[src/rtl/ddr4_reg_master_if.sv]
// Bundles the command, register-bus and response channels of the
// DDR4 register master. The master modport is the initiator's view;
// the slave modport is the view of whoever drives commands, answers
// register reads and consumes responses.
interface ddr4_reg_master_if #(
  parameter int TCU_REG_ADDR_SIZE = 32,
  parameter int TCU_REG_DATA_SIZE = 64,
  parameter int TCU_REG_BSEL_SIZE = 8,
  parameter int POLL_CNT_SIZE     = 16
);
  // command channel
  logic                         cmd_valid_i;
  logic                         cmd_ready_o;
  logic [1:0]                   cmd_op_i;
  logic [TCU_REG_ADDR_SIZE-1:0] cmd_addr_i;
  logic [TCU_REG_DATA_SIZE-1:0] cmd_wdata_i;
  logic [TCU_REG_BSEL_SIZE-1:0] cmd_bsel_i;
  logic [TCU_REG_DATA_SIZE-1:0] cmd_mask_i;
  logic [POLL_CNT_SIZE-1:0]     cmd_poll_cnt_i;

  // register bus
  logic                         config_en_o;
  logic [TCU_REG_BSEL_SIZE-1:0] config_wben_o;
  logic [TCU_REG_ADDR_SIZE-1:0] config_addr_o;
  logic [TCU_REG_DATA_SIZE-1:0] config_wdata_o;
  logic [TCU_REG_DATA_SIZE-1:0] config_rdata_i;

  // response channel
  logic                         rsp_valid_o;
  logic                         rsp_ready_i;
  logic [TCU_REG_DATA_SIZE-1:0] rsp_rdata_o;
  logic [1:0]                   rsp_status_o;

  modport master (
    input  cmd_valid_i, cmd_op_i, cmd_addr_i, cmd_wdata_i, cmd_bsel_i,
           cmd_mask_i, cmd_poll_cnt_i, config_rdata_i, rsp_ready_i,
    output cmd_ready_o, config_en_o, config_wben_o, config_addr_o,
           config_wdata_o, rsp_valid_o, rsp_rdata_o, rsp_status_o
  );

  modport slave (
    output cmd_valid_i, cmd_op_i, cmd_addr_i, cmd_wdata_i, cmd_bsel_i,
           cmd_mask_i, cmd_poll_cnt_i, config_rdata_i, rsp_ready_i,
    input  cmd_ready_o, config_en_o, config_wben_o, config_addr_o,
           config_wdata_o, rsp_valid_o, rsp_rdata_o, rsp_status_o
  );
endinterface

[src/rtl/ddr4_reg_master.sv]
// Register-bus initiator: accepts one read/write/poll command at a time,
// performs the bus access(es) and returns a single response. Poll keeps
// re-reading an address, POLL_GAP idle cycles apart, until the masked
// value matches or the attempt budget is spent. Every output is a flop.
module ddr4_reg_master #(
  parameter int TCU_REG_ADDR_SIZE = 32,
  parameter int TCU_REG_DATA_SIZE = 64,
  parameter int TCU_REG_BSEL_SIZE = 8,
  parameter int POLL_CNT_SIZE     = 16,
  parameter int POLL_GAP          = 4
) (
  input logic               clk_i,
  input logic               reset_i,
  ddr4_reg_master_if.master bus
);

  localparam int GAP_W = $clog2(POLL_GAP + 1);

  localparam logic [2:0] S_IDLE    = 3'd0;
  localparam logic [2:0] S_ISSUE   = 3'd1;
  localparam logic [2:0] S_CAPTURE = 3'd2;
  localparam logic [2:0] S_GAP     = 3'd3;
  localparam logic [2:0] S_RESP    = 3'd4;

  localparam logic [1:0] OP_READ  = 2'b00;
  localparam logic [1:0] OP_WRITE = 2'b01;
  localparam logic [1:0] OP_POLL  = 2'b10;

  localparam logic [1:0] ST_OK      = 2'b00;
  localparam logic [1:0] ST_TIMEOUT = 2'b01;
  localparam logic [1:0] ST_ERROR   = 2'b10;

  logic [2:0]                   state;
  logic [1:0]                   op_q;
  logic [TCU_REG_DATA_SIZE-1:0] wdata_q;
  logic [TCU_REG_DATA_SIZE-1:0] mask_q;
  logic [POLL_CNT_SIZE-1:0]     poll_cnt_q;
  logic [GAP_W-1:0]             gap_cnt_q;

  logic                         cmd_bad;
  logic                         poll_hit;
  logic [POLL_CNT_SIZE-1:0]     poll_cnt_dec;

  // Decode of the incoming command, the poll compare against the live
  // bus data, and the saturating attempt decrement.
  always_comb begin
    cmd_bad      = (bus.cmd_op_i == 2'b11) ||
                   ((bus.cmd_op_i == OP_WRITE) && (bus.cmd_bsel_i == '0));
    poll_hit     = ((bus.config_rdata_i ^ wdata_q) & mask_q) == '0;
    poll_cnt_dec = (poll_cnt_q != '0) ? poll_cnt_q - 1'b1 : '0;
  end

  // Main sequencer: outputs are loaded on the edge that enters the state
  // they belong to, so the strobe and response appear as clean flops.
  always_ff @(posedge clk_i or posedge reset_i) begin
    if (reset_i) begin
      state              <= S_IDLE;
      op_q               <= OP_READ;
      wdata_q            <= '0;
      mask_q             <= '0;
      poll_cnt_q         <= '0;
      gap_cnt_q          <= '0;
      bus.cmd_ready_o    <= 1'b1;
      bus.config_en_o    <= 1'b0;
      bus.config_wben_o  <= '0;
      bus.config_addr_o  <= '0;
      bus.config_wdata_o <= '0;
      bus.rsp_valid_o    <= 1'b0;
      bus.rsp_rdata_o    <= '0;
      bus.rsp_status_o   <= ST_OK;
    end else begin
      case (state)
        S_IDLE: begin
          if (bus.cmd_valid_i) begin
            op_q            <= bus.cmd_op_i;
            wdata_q         <= bus.cmd_wdata_i;
            mask_q          <= bus.cmd_mask_i;
            poll_cnt_q      <= (bus.cmd_poll_cnt_i == '0) ?
                               POLL_CNT_SIZE'(1) : bus.cmd_poll_cnt_i;
            bus.cmd_ready_o <= 1'b0;
            bus.rsp_rdata_o <= '0;
            if (cmd_bad) begin
              state            <= S_RESP;
              bus.rsp_valid_o  <= 1'b1;
              bus.rsp_status_o <= ST_ERROR;
            end else begin
              state              <= S_ISSUE;
              bus.config_en_o    <= 1'b1;
              bus.config_addr_o  <= bus.cmd_addr_i;
              bus.config_wben_o  <= (bus.cmd_op_i == OP_WRITE) ? bus.cmd_bsel_i : '0;
              bus.config_wdata_o <= (bus.cmd_op_i == OP_WRITE) ? bus.cmd_wdata_i : '0;
            end
          end
        end

        S_ISSUE: begin
          bus.config_en_o   <= 1'b0;
          bus.config_wben_o <= '0;
          if (op_q == OP_WRITE) begin
            state            <= S_RESP;
            bus.rsp_valid_o  <= 1'b1;
            bus.rsp_status_o <= ST_OK;
          end else begin
            state <= S_CAPTURE;
          end
        end

        S_CAPTURE: begin
          bus.rsp_rdata_o <= bus.config_rdata_i;
          if ((op_q == OP_POLL) && !poll_hit) begin
            poll_cnt_q <= poll_cnt_dec;
            if (poll_cnt_dec == '0) begin
              state            <= S_RESP;
              bus.rsp_valid_o  <= 1'b1;
              bus.rsp_status_o <= ST_TIMEOUT;
            end else begin
              state     <= S_GAP;
              gap_cnt_q <= GAP_W'(POLL_GAP);
            end
          end else begin
            state            <= S_RESP;
            bus.rsp_valid_o  <= 1'b1;
            bus.rsp_status_o <= ST_OK;
          end
        end

        S_GAP: begin
          if (gap_cnt_q <= GAP_W'(1)) begin
            state           <= S_ISSUE;
            gap_cnt_q       <= '0;
            bus.config_en_o <= 1'b1;
          end else begin
            gap_cnt_q <= gap_cnt_q - 1'b1;
          end
        end

        S_RESP: begin
          if (bus.rsp_ready_i) begin
            state           <= S_IDLE;
            bus.rsp_valid_o <= 1'b0;
            bus.cmd_ready_o <= 1'b1;
          end
        end

        default: begin
          state           <= S_IDLE;
          bus.cmd_ready_o <= 1'b1;
        end
      endcase
    end
  end

endmodule

[src/flat_wrapper.sv]
// flat-port wrapper written by rule: the top's interface ports become plain ports
module ddr4_reg_master_flat 
#(
  parameter int TCU_REG_ADDR_SIZE = 32,
  parameter int TCU_REG_DATA_SIZE = 64,
  parameter int TCU_REG_BSEL_SIZE = 8,
  parameter int POLL_CNT_SIZE     = 16,
  parameter int POLL_GAP          = 4
)
  (clk_i, reset_i, bus_cmd_valid_i, bus_cmd_op_i, bus_cmd_addr_i, bus_cmd_wdata_i, bus_cmd_bsel_i, bus_cmd_mask_i, bus_cmd_poll_cnt_i, bus_config_rdata_i, bus_rsp_ready_i, bus_cmd_ready_o, bus_config_en_o, bus_config_wben_o, bus_config_addr_o, bus_config_wdata_o, bus_rsp_valid_o, bus_rsp_rdata_o, bus_rsp_status_o);
  ddr4_reg_master_if #(.TCU_REG_ADDR_SIZE(TCU_REG_ADDR_SIZE), .TCU_REG_DATA_SIZE(TCU_REG_DATA_SIZE), .TCU_REG_BSEL_SIZE(TCU_REG_BSEL_SIZE), .POLL_CNT_SIZE(POLL_CNT_SIZE)) bus_i ();
  input logic clk_i;
  input logic reset_i;
  input wire logic [$bits(bus_i.cmd_valid_i)-1:0] bus_cmd_valid_i;
  input wire logic [$bits(bus_i.cmd_op_i)-1:0] bus_cmd_op_i;
  input wire logic [$bits(bus_i.cmd_addr_i)-1:0] bus_cmd_addr_i;
  input wire logic [$bits(bus_i.cmd_wdata_i)-1:0] bus_cmd_wdata_i;
  input wire logic [$bits(bus_i.cmd_bsel_i)-1:0] bus_cmd_bsel_i;
  input wire logic [$bits(bus_i.cmd_mask_i)-1:0] bus_cmd_mask_i;
  input wire logic [$bits(bus_i.cmd_poll_cnt_i)-1:0] bus_cmd_poll_cnt_i;
  input wire logic [$bits(bus_i.config_rdata_i)-1:0] bus_config_rdata_i;
  input wire logic [$bits(bus_i.rsp_ready_i)-1:0] bus_rsp_ready_i;
  output wire logic [$bits(bus_i.cmd_ready_o)-1:0] bus_cmd_ready_o;
  output wire logic [$bits(bus_i.config_en_o)-1:0] bus_config_en_o;
  output wire logic [$bits(bus_i.config_wben_o)-1:0] bus_config_wben_o;
  output wire logic [$bits(bus_i.config_addr_o)-1:0] bus_config_addr_o;
  output wire logic [$bits(bus_i.config_wdata_o)-1:0] bus_config_wdata_o;
  output wire logic [$bits(bus_i.rsp_valid_o)-1:0] bus_rsp_valid_o;
  output wire logic [$bits(bus_i.rsp_rdata_o)-1:0] bus_rsp_rdata_o;
  output wire logic [$bits(bus_i.rsp_status_o)-1:0] bus_rsp_status_o;
  assign bus_i.cmd_valid_i = bus_cmd_valid_i;
  assign bus_i.cmd_op_i = bus_cmd_op_i;
  assign bus_i.cmd_addr_i = bus_cmd_addr_i;
  assign bus_i.cmd_wdata_i = bus_cmd_wdata_i;
  assign bus_i.cmd_bsel_i = bus_cmd_bsel_i;
  assign bus_i.cmd_mask_i = bus_cmd_mask_i;
  assign bus_i.cmd_poll_cnt_i = bus_cmd_poll_cnt_i;
  assign bus_i.config_rdata_i = bus_config_rdata_i;
  assign bus_i.rsp_ready_i = bus_rsp_ready_i;
  assign bus_cmd_ready_o = bus_i.cmd_ready_o;
  assign bus_config_en_o = bus_i.config_en_o;
  assign bus_config_wben_o = bus_i.config_wben_o;
  assign bus_config_addr_o = bus_i.config_addr_o;
  assign bus_config_wdata_o = bus_i.config_wdata_o;
  assign bus_rsp_valid_o = bus_i.rsp_valid_o;
  assign bus_rsp_rdata_o = bus_i.rsp_rdata_o;
  assign bus_rsp_status_o = bus_i.rsp_status_o;
  ddr4_reg_master #(.TCU_REG_ADDR_SIZE(TCU_REG_ADDR_SIZE), .TCU_REG_DATA_SIZE(TCU_REG_DATA_SIZE), .TCU_REG_BSEL_SIZE(TCU_REG_BSEL_SIZE), .POLL_CNT_SIZE(POLL_CNT_SIZE), .POLL_GAP(POLL_GAP)) u_core (.clk_i(clk_i), .reset_i(reset_i), .bus(bus_i));
endmodule
[config.mk]
export PLATFORM = sky130hd
export DESIGN_NAME = ddr4_reg_master_flat
export DESIGN_NICKNAME = d
export VERILOG_FILES = /design/src/rtl/ddr4_reg_master_if.sv /design/src/rtl/ddr4_reg_master.sv /design/src/flat_wrapper.sv
export SDC_FILE = /design/constraint.sdc
export NUM_CORES = 1
export LEC_CHECK = 0
export ABC_AREA = 1
export CAP_MARGIN = 20
export CORE_MARGIN = 2
export CORE_UTILIZATION = 43
export CTS_CLUSTER_DIAMETER = 80
export DETAILED_ROUTE_END_ITERATION = 8
export GPL_ROUTABILITY_DRIVEN = 1
export PLACE_DENSITY_LB_ADDON = 0.05
export SLEW_MARGIN = 15
export SYNTH_ARGS = -nofsm -noshare
export SYNTH_HDL_FRONTEND = slang
export SYNTH_SLANG_ARGS = --single-unit
[constraint.sdc]
create_clock -name clk_i -period 10.25 [get_ports clk_i]
set_input_delay 1.025 -clock clk_i [delete_from_list [all_inputs] [get_ports clk_i]]
set_output_delay 1.025 -clock clk_i [all_outputs]
set_load 0.01 [all_outputs]
Word level (Yosys, flattened, before mapping)
Cells that the tools add are included.
{"block": "op_classes", "n_eq_ne": 17, "order_cmp": 1, "muxes": 44, "reduce_logical": 28, "n_bitwise": 4, "addsub": 2}
{"op": "$mux W64", "n": 2}
{"op": "$pmux W64 S2", "n": 1}
{"op": "$and A64 B64 Y64", "n": 1}
{"op": "$logic_not A64 Y1", "n": 1}
{"op": "$mux W16", "n": 4}
{"op": "$xor A64 B64 Y64", "n": 1}
{"op": "$logic_not A16 Y1", "n": 2}
{"op": "$pmux W16 S2", "n": 1}
{"op": "$mux W3", "n": 10}
{"op": "$mux W8", "n": 3}
{"op": "$reduce_and A3 Y1", "n": 6}
{"op": "$pmux W8 S2", "n": 1}
{"op": "$reduce_bool A16 Y1", "n": 1}
{"op": "$sub A16 B1 Y16 const B", "n": 1}
{"op": "$pmux W3 S5", "n": 1}
{"op": "$mux W1", "n": 11}
{"op": "$mux W2", "n": 5}
{"op": "$logic_not A8 Y1", "n": 1}
{"op": "$ne A2 B1 Y1 const B", "n": 4}
{"op": "$ne A2 B2 Y1 const B", "n": 4}
{"op": "$eq A3 B2 Y1 const B", "n": 2}
{"op": "$pmux W1 S3", "n": 2}
{"op": "$pmux W2 S3", "n": 1}
{"op": "$pmux W3 S2", "n": 1}
{"op": "21 further kinds", "n": 29}
{"block": "word_totals", "out_inout_bits": 173, "register_bits": 325, "wordCells": 110}

Longest topological paths before layout
Gate-level depths: netlist (run 1).
{"block": "depth", "ltp_word": 7, "mapped_depth": 15}

Least setup slack after synthesis (run 1)
Ideal clock, no wire load.
{"block": "synth_path", "path_type": "in2reg", "start": "input bus_cmd_op_i[0]", "end": "register u_core.bus.config_addr_o[0]", "required_time_ns": 10.125, "path_stages": 7, "path_slack_ns": 7.910, "arrival_ns": 2.215, "path_buffers": 1, "path_cell_list": "inv_2 > nor2_1 > a31oi_1 > nand2_1 > nor2_2 > buf_2 > mux2_2"}
{"block": "synth_via", "elab_chain_len": 5}
{"element": "start: declaration", "line": "flat_wrapper.sv:15", "source": "input wire logic [$bits(bus_i.cmd_op_i)-1:0] bus_cmd_op_i;"}
{"element": "$eq A2 B1 Y1", "line": "ddr4_reg_master.sv:48", "source": "((bus.cmd_op_i == OP_WRITE) && (bus.cmd_bsel_i == '0));"}
{"element": "$logic_and A1 B1 Y1", "line": "ddr4_reg_master.sv:48"}
{"element": "$logic_or A1 B1 Y1 (*)", "line": "ddr4_reg_master.sv:47", "source": "cmd_bad = (bus.cmd_op_i == 2'b11) ||"}
{"element": "$not A1 Y1 (no source line) (*)"}
{"element": "$reduce_and A3 Y1 (no source line) (*)"}
{"element": "end signal: assignment", "line": "ddr4_reg_master.sv:89", "source": "bus.config_addr_o <= bus.cmd_addr_i;"}
{"element": "end: declaration", "line": "ddr4_reg_master_if.sv:37", "source": "output cmd_ready_o, config_en_o, config_wben_o, config_addr_o,"}
Mark *: on every way between the ends. The rest lies on a longest branch, timed or not.
A chain may end at the register's enable or synchronous reset.

Final worst setup path (run 1)
{"block": "layout_path", "start": "input bus_cmd_op_i[1]", "end": "register u_core.bus.config_addr_o[30]"}
The elaborated chain is that of the path after synthesis.

==> flow_summary.json, run 1 <==
{
  "synth_flop_cell": "dfrtp_1",
  "rows": 67,
  "path_buf_inv": 3,
  "rsz0062_at_grt": "false",
  "antenna_left": 0,
  "setup_tns_ns": 0,
  "vias": 13353,
  "finalNetCount": 2440,
  "slowest_stage": "buf_4",
  "power_density_nw_per_um2": 277.8,
  "cts.sinks": 325,
  "maxCapViolCount": 0,
  "syn2layout_area_growth_pct": 40.08,
  "fillCellCount": 3030,
  "htree_levels": 2,
  "cts_setup_buffers": 0,
  "grt_use_total": 0.2619,
  "fmax_mhz": 249.9,
  "cp-start-kind": "primary input",
  "grt_pass1_wl_mm": 73.71,
  "ys_warn_count": 0,
  "cts_buffers": 38,
  "critPathRequiredTime_ns": 10.65,
  "worstSetupPathType": "in2reg",
  "avgSynthCellArea_um2": 8.171,
  "avgViaCountPerCell": 5.014,
  "yosysSeqAreaShare": 0.5546,
  "grt_pass1_vias": 13435,
  "max_slew_margin": 0.2766,
  "cp.arrival_ns": 4.40,
  "period_share": 0.3904,
  "synth_fp_nets": 2052,
  "yosys.cell_types.count": 35,
  "critPathLaunch": "bus_cmd_op_i[1]",
  "crit_chain": "clkdlybuf4s50_1, nor2_4, buf_4, a31oi_1, nand2_2, nor2_4, buf_4, mux2_2",
  "slowest_delay_ns": 0.78,
  "finalCriticalPeriod_ns": 4.001,
  "grt_start_max_net_pins": 156,
  "overflow": 0,
  "vdd_drop_max_uv": 158.2,
  "crit_fanout": 73,
  "setup_viol": 0,
  "tritoncts": "yes",
  "yosys.area.top_type_share": 0.5528,
  "postCtsHoldBufs": 0,
  "maxSlewViolCount": 0,
  "synth_edf_count": 0,
  "finalHoldViolCount": 0,
  "first_pass_iters": 5,
  "endpoint_kind": "flop",
  "worstSkewPairLatency_ns": 0.52,
  "wl_per_cell_um": 17.54,
  "syn_area_um2": 14670,
  "hp-start": "u_core.mask_q[3]$_DFFE_PP0P_",
  "outcome": "finished, final reports clean",
  "whs_ns": 0.4703,
  "hold_class": "reg2reg",
  "cts-root-buf": "clkbuf_16",
  "synthTopCellsByArea": "dfrtp_1 55%, nand2_1 17%, nand3_1 7.1%",
  "gp_congestion": 0.8614,
  "synth_top_cell_by_area": "dfrtp_1",
  "io_pins": 427,
  "start_util": 0.4374,
  "dieArea_um2": 35600,
  "clockBufferDepth": 3,
  "worst_pin_slew_ns": 1.085,
  "die_w_um": 188.7,
  "cts_resized": 0,
  "core_um2": 33530,
  "crit_family": "buffers and inverters",
  "leakagePower_nw": 9.924,
  "synthArstFlopShare": 1.000,
  "synth_cells": 1795,
  "hpwlAfterDp_mm": 32.79,
  "port_buffers": 426,
  "drc_errors": 0,
  "die_y_um": 188.7,
  "ys_ff_latch": 325,
  "drt_iter0_markers": 772,
  "timing.rr.start": "u_core.state[2]$_DFFE_PP0P_",
  "antenna_found_initial": 9,
  "wl_mm": 46.71,
  "drive_gt1_frac": 0.06159,
  "skew_ns": 0.01147,
  "cts.clk_slew.worst_paths_ns": 0.06
}
-- metrics by stage --
| step | worst slack (ns) | cells | power (mW) | area (µm²) | utilization |
|---|---|---|---|---|---|
| CTS | 6.275 | 2656 | 5.755 | 20530 | 0.6122 |
| global placement | 5.855 | 2591 | 4.303 | 19250 | 0.5741 |
| finish | 6.249 | 2663 | 5.709 | 20550 | 0.6128 |
| floorplan | 0.2286 | 1795 | 3.335 | 14670 | - |
| detailed placement | 5.747 | 2591 | 4.358 | 19250 | 0.5741 |
| global route | 6.081 | 2662 | 6.116 | 20540 | 0.6127 |
-- routing by layer --
layer	up-vias	track usage	share of wire
met5	-	0	0.00088
met4	6	0.08053	0.023
met3	77	0.07413	0.081
met2	416	0.4248	0.48
met1	6339	0.3412	0.42
li1	6515	-	-
-- power breakdown --
group          internal (mW)  total [mW]  switching (mW)
combinational          0.966        2.20            1.23
sequential              1.82        2.13           0.316
clock                  0.846        1.37           0.528
-- tightest hold or removal path, stage by stage (launching register included) --
cell     delay (ns)
dfrtp_1        0.34
nand2_1        0.05
nand2_1        0.05
-- final cells by class --
type                       instances  area (µm²)  area share
sequential                       325        8134      0.3959
multi-input combinational       1244        5673      0.2761
timing repair buffer             436        4352      0.2118
clock buffer                      57        1186     0.05773
tap                              448       560.5     0.02728
inverter                         138       530.5     0.02582
clock inverter                     8       93.84    0.004567
antenna                            7       17.52   0.0008525
-- cell usage in the layout, fill, tap and decap left out, types with 2 or more instances in the layout --
master and n:
nor2_4 7, clkinv_2 5, nand3_4 2, nor2_1 82
nand2_1 656, nand3_2 2, o21ai_2 2, clkdlybuf4s50_1 426
clkbuf_16 41, dfrtp_1 324, bufinv_16 2, inv_4 2
o21ai_0 181, nand4_1 4, clkbuf_1 6, ha_1 3
diode_2 7, nand3_1 208, nor3_1 3, inv_1 129
nand2_2 6, a21oi_1 13, nor4_1 4, buf_4 9
clkbuf_8 10, o21ai_1 18, or2_0 5, inv_2 6
or2_1 4, mux2_2 32, nor2_2 4
-- cells in the mapped netlist (2+ instances only) --
library cell,number
clkbuf_1,60
or2_1,4
ha_1,3
buf_2,26
nand2_1,657
nand2_2,5
nor2_4,3
nand3_1,208
mux2_2,32
nor3_1,3
inv_2,7
inv_1,131
a21oi_1,13
nand3_2,2
o21ai_1,18
o21ai_0,181
nand4_1,4
o21ai_2,2
nor4_1,4
dfrtp_1,324
or2_0,5
nor2_1,84
nand3_4,2
nor2_2,6
-- kinds of logic (layout without fill, tap and decap cells) --
| kind of cell | count (synthesis) | after routing | synth area share |
|---|---|---|---|
| AND/OR/NAND/NOR | 991 | 991 | 0.2822 |
| flip-flops | 325 | 325 | 0.5546 |
| adder cells (fa/ha/maj) | 3 | 3 | 0.002559 |
| buffers and inverters | 226 | 639 | 0.06056 |
| other | 0 | 7 | 0 |
| AO/OA/AOI/OAI | 217 | 217 | 0.07498 |
| XOR/XNOR | 1 | 1 | 0.0005972 |
| multiplexers | 32 | 32 | 0.02457 |
-- state kept, by name, summed over array words and instances, names as in the netlist, 2 cells and up --
signal	count
u_core.bus.config_wben_o	8
u_core.mask_q	64
u_core.bus.rsp_status_o	2
u_core.gap_cnt_q	3
u_core.poll_cnt_q	16
u_core.state	3
u_core.op_q	2
u_core.wdata_q	64
u_core.bus.config_wdata_o	64
u_core.bus.rsp_rdata_o	64
u_core.bus.config_addr_o	32
-- path summary, 6_finish.rpt --
path / to / cells after the start / slack [ns]
max: u_core.bus.config_addr_o[30]$_DFFE_PP0P_ / 8 / 6.25
min: u_core.mask_q[3]$_DFFE_PP0P_ / 2 / 0.47
max reg2reg: u_core.poll_cnt_q[14]$_DFFE_PP0P_ / 9 / 6.79
min reg2reg: u_core.mask_q[3]$_DFFE_PP0P_ / 2 / 0.47
max in group asynchronous: u_core.bus.config_wben_o[4]$_DFFE_PP0P_ / 3 / 7.74
min in group asynchronous: u_core.wdata_q[19]$_DFFE_PP0P_ / 2 / 1.10
(Power assumes the default switching activity.)
==> inputs of run 2 (changes only) <==
- clock period: 10.25 -> 3.48 ns (I/O delays scaled with it)
==> flow_summary.json, run 2 (synthesized netlist as in run 1, its figures left out) <==
{
  "wl_mm": 46.90,
  "cp-start-kind": "flop",
  "finalNetCount": 2451,
  "dieArea_um2": 35600,
  "post-route-worst-setup-slack_ns": 1.167,
  "worstSkewPairLatency_ns": 0.52,
  "fillCellCount": 2995,
  "grt_pass1_wl_mm": 73.17,
  "top_layer": "met5",
  "outcome": "finished, final reports clean",
  "gp_congestion": 0.8587,
  "cp.arrival_ns": 2.72,
  "clockBufferDepth": 3,
  "post_dp_cell_area_um2": 19410,
  "fmax_mhz": 432.3,
  "avgViaCountPerCell": 4.996,
  "die_w_um": 188.7,
  "max_slew_margin": 0.4589,
  "hpwlAfterDp_mm": 33.65,
  "final_common_cell": "nand2_1",
  "multiInputGateArea_um2": 5673,
  "cts_setup_buffers": 0,
  "syn2layout_area_growth_pct": 41.15,
  "drt_iter0_markers": 825,
  "drive_gt1_frac": 0.06481,
  "maxSlewViolCount": 0,
  "wl_met1_mm": 19.85,
  "power_density_nw_per_um2": 819.0,
  "dp_worst_setup_slack_ns": 0.8210,
  "reg2reg_to": "u_core.bus.rsp_status_o[0]$_DFFE_PP0P_",
  "critPathRequiredTime_ns": 3.89,
  "overflow": 0,
  "final_cell_count_no_fill": 2677,
  "tritoncts": "yes",
  "drc_errors": 0,
  "rows": 67,
  "fin_util": 0.6174,
  "skew_ns": 0.01180,
  "mostFrequentLayoutCells": "656 x nand2_1, 426 x clkdlybuf4s50_1, 324 x dfrtp_1",
  "final-seq-area_um2": 8134,
  "timing.rr.start": "u_core.poll_cnt_q[0]$_DFFE_PP0P_",
  "period_share": 0.6647,
  "r2r_cells": 13,
  "cts.sinks": 325,
  "postCtsHoldBufs": 0,
  "reg2reg_slack_ns": 1.17,
  "cts_resized": 0,
  "die_y_um": 188.7,
  "io_pins": 427,
  "antenna_found_initial": 8,
  "crit_fanout": 13,
  "setup_viol": 0,
  "htree_levels": 2,
  "finalCriticalPeriod_ns": 2.313,
  "antenna_left": 0,
  "worst_pin_slew_ns": 0.8117,
  "start_util": 0.4374,
  "grt_pass1_vias": 13302,
  "dp_cells": 2603,
  "cts.clk_slew.worst_paths_ns": 0.06,
  "first_pass_iters": 6,
  "dr_wl_met3_mm": 3.452,
  "core_um2": 33530,
  "finish.instance_area_um2": 20700,
  "finalHoldViolCount": 0,
  "grt_use_total": 0.2609,
  "rsz0062_at_grt": "false",
  "cts-root-buf": "clkbuf_16",
  "grt_start_max_net_pins": 154,
  "leakagePower_nw": 9.993,
  "endpoint_kind": "flop",
  "vdd_drop_max_uv": 459.3,
  "vias": 13374,
  "worstSetupPathType": "reg2reg",
  "port_buffers": 426,
  "wl_per_cell_um": 17.52,
  "maxCapViolCount": 0,
  "hold_class": "in2async",
  "cts_buffers": 37,
  "wl_met2_mm": 22.49
}
run 2: changes by cell type in the layout (fill, tap and decap cells not counted):
cell	change
clkinv_4	-1
buf_12	+6
inv_8	-1
clkinvlp_4	+1
clkbuf_16	-2
clkinv_2	-2
bufinv_16	+2
inv_6	+1
clkbuf_1	+6
clkbuf_8	-2
buf_4	+6
run 2: layout make-up:
cell class	instances	area share
repair buffers	448	0.2182
flip-flops and latches	325	0.3929
multi-input cells	1244	0.2740
well taps	448	0.02707
inverters	138	0.02544
clock buffers	59	0.05463
clock inverters	8	0.006950
diodes	7	0.0008461
run 2: report_power, final:
group | internal, mW | switching, mW | leakage (nW)
clock network | 2.52 | 1.56 | 0.625
logic | 2.91 | 3.68 | 5.23
registers | 5.35 | 0.926 | 4.14
total | 10.8 | 6.17 | 9.99
run 2: per-layer routing:
layer	vias up	GRT usage
li1	6543	-
met1	6337	0.3393
met2	427	0.4355
met3	65	0.06184
met4	2	0.07482
met5	-	0
run 2: critical path, stage by stage (launching register included):
cell and delay, ns:
dfrtp_1 0.36, inv_1 0.16, ha_1 0.23, nand3_2 0.15, nor2_1 0.15, nand2_2 0.20, o21ai_0 0.14, nand2_1 0.08
nor3_2 0.21, nand3_2 0.14, nand3_4 0.15, nand3_4 0.10, nand2_1 0.07, nand2_1 0.04
run 2: stage by stage:
stage	setup TNS, ns	hold slack (ns)	total power [mW]
3_5_place_dp	0	0.4592	12.94
2_1_floorplan	-390.10	0.4422	9.824
6_report	0	0.2306	16.96
5_1_grt	0	0.2573	18.16
3_3_place_gp	0	0.4543	12.79
4_1_cts	0	0.2278	17.09
run 2: worst max-delay path by stage:
stage / slack, ns / end / startpoint / cells after the start
after floorplan: -1.20 / u_core.bus.config_addr_o[0]$_DFFE_PP0P_ / reset_i / 1
after global placement: 0.88 / u_core.bus.config_wdata_o[40]$_DFFE_PP0P_ / bus_cmd_bsel_i[1] / 8
after detailed placement: 0.82 / u_core.bus.config_addr_o[3]$_DFFE_PP0P_ / bus_cmd_op_i[1] / 7
after CTS: 1.17 / u_core.bus.rsp_status_o[0]$_DFFE_PP0P_ / u_core.poll_cnt_q[0]$_DFFE_PP0P_ / 13
after global routing: 0.96 / u_core.bus.rsp_status_o[0]$_DFFE_PP0P_ / u_core.poll_cnt_q[0]$_DFFE_PP0P_ / 13
final: 1.17 / u_core.bus.rsp_status_o[0]$_DFFE_PP0P_ / u_core.poll_cnt_q[0]$_DFFE_PP0P_ / 13
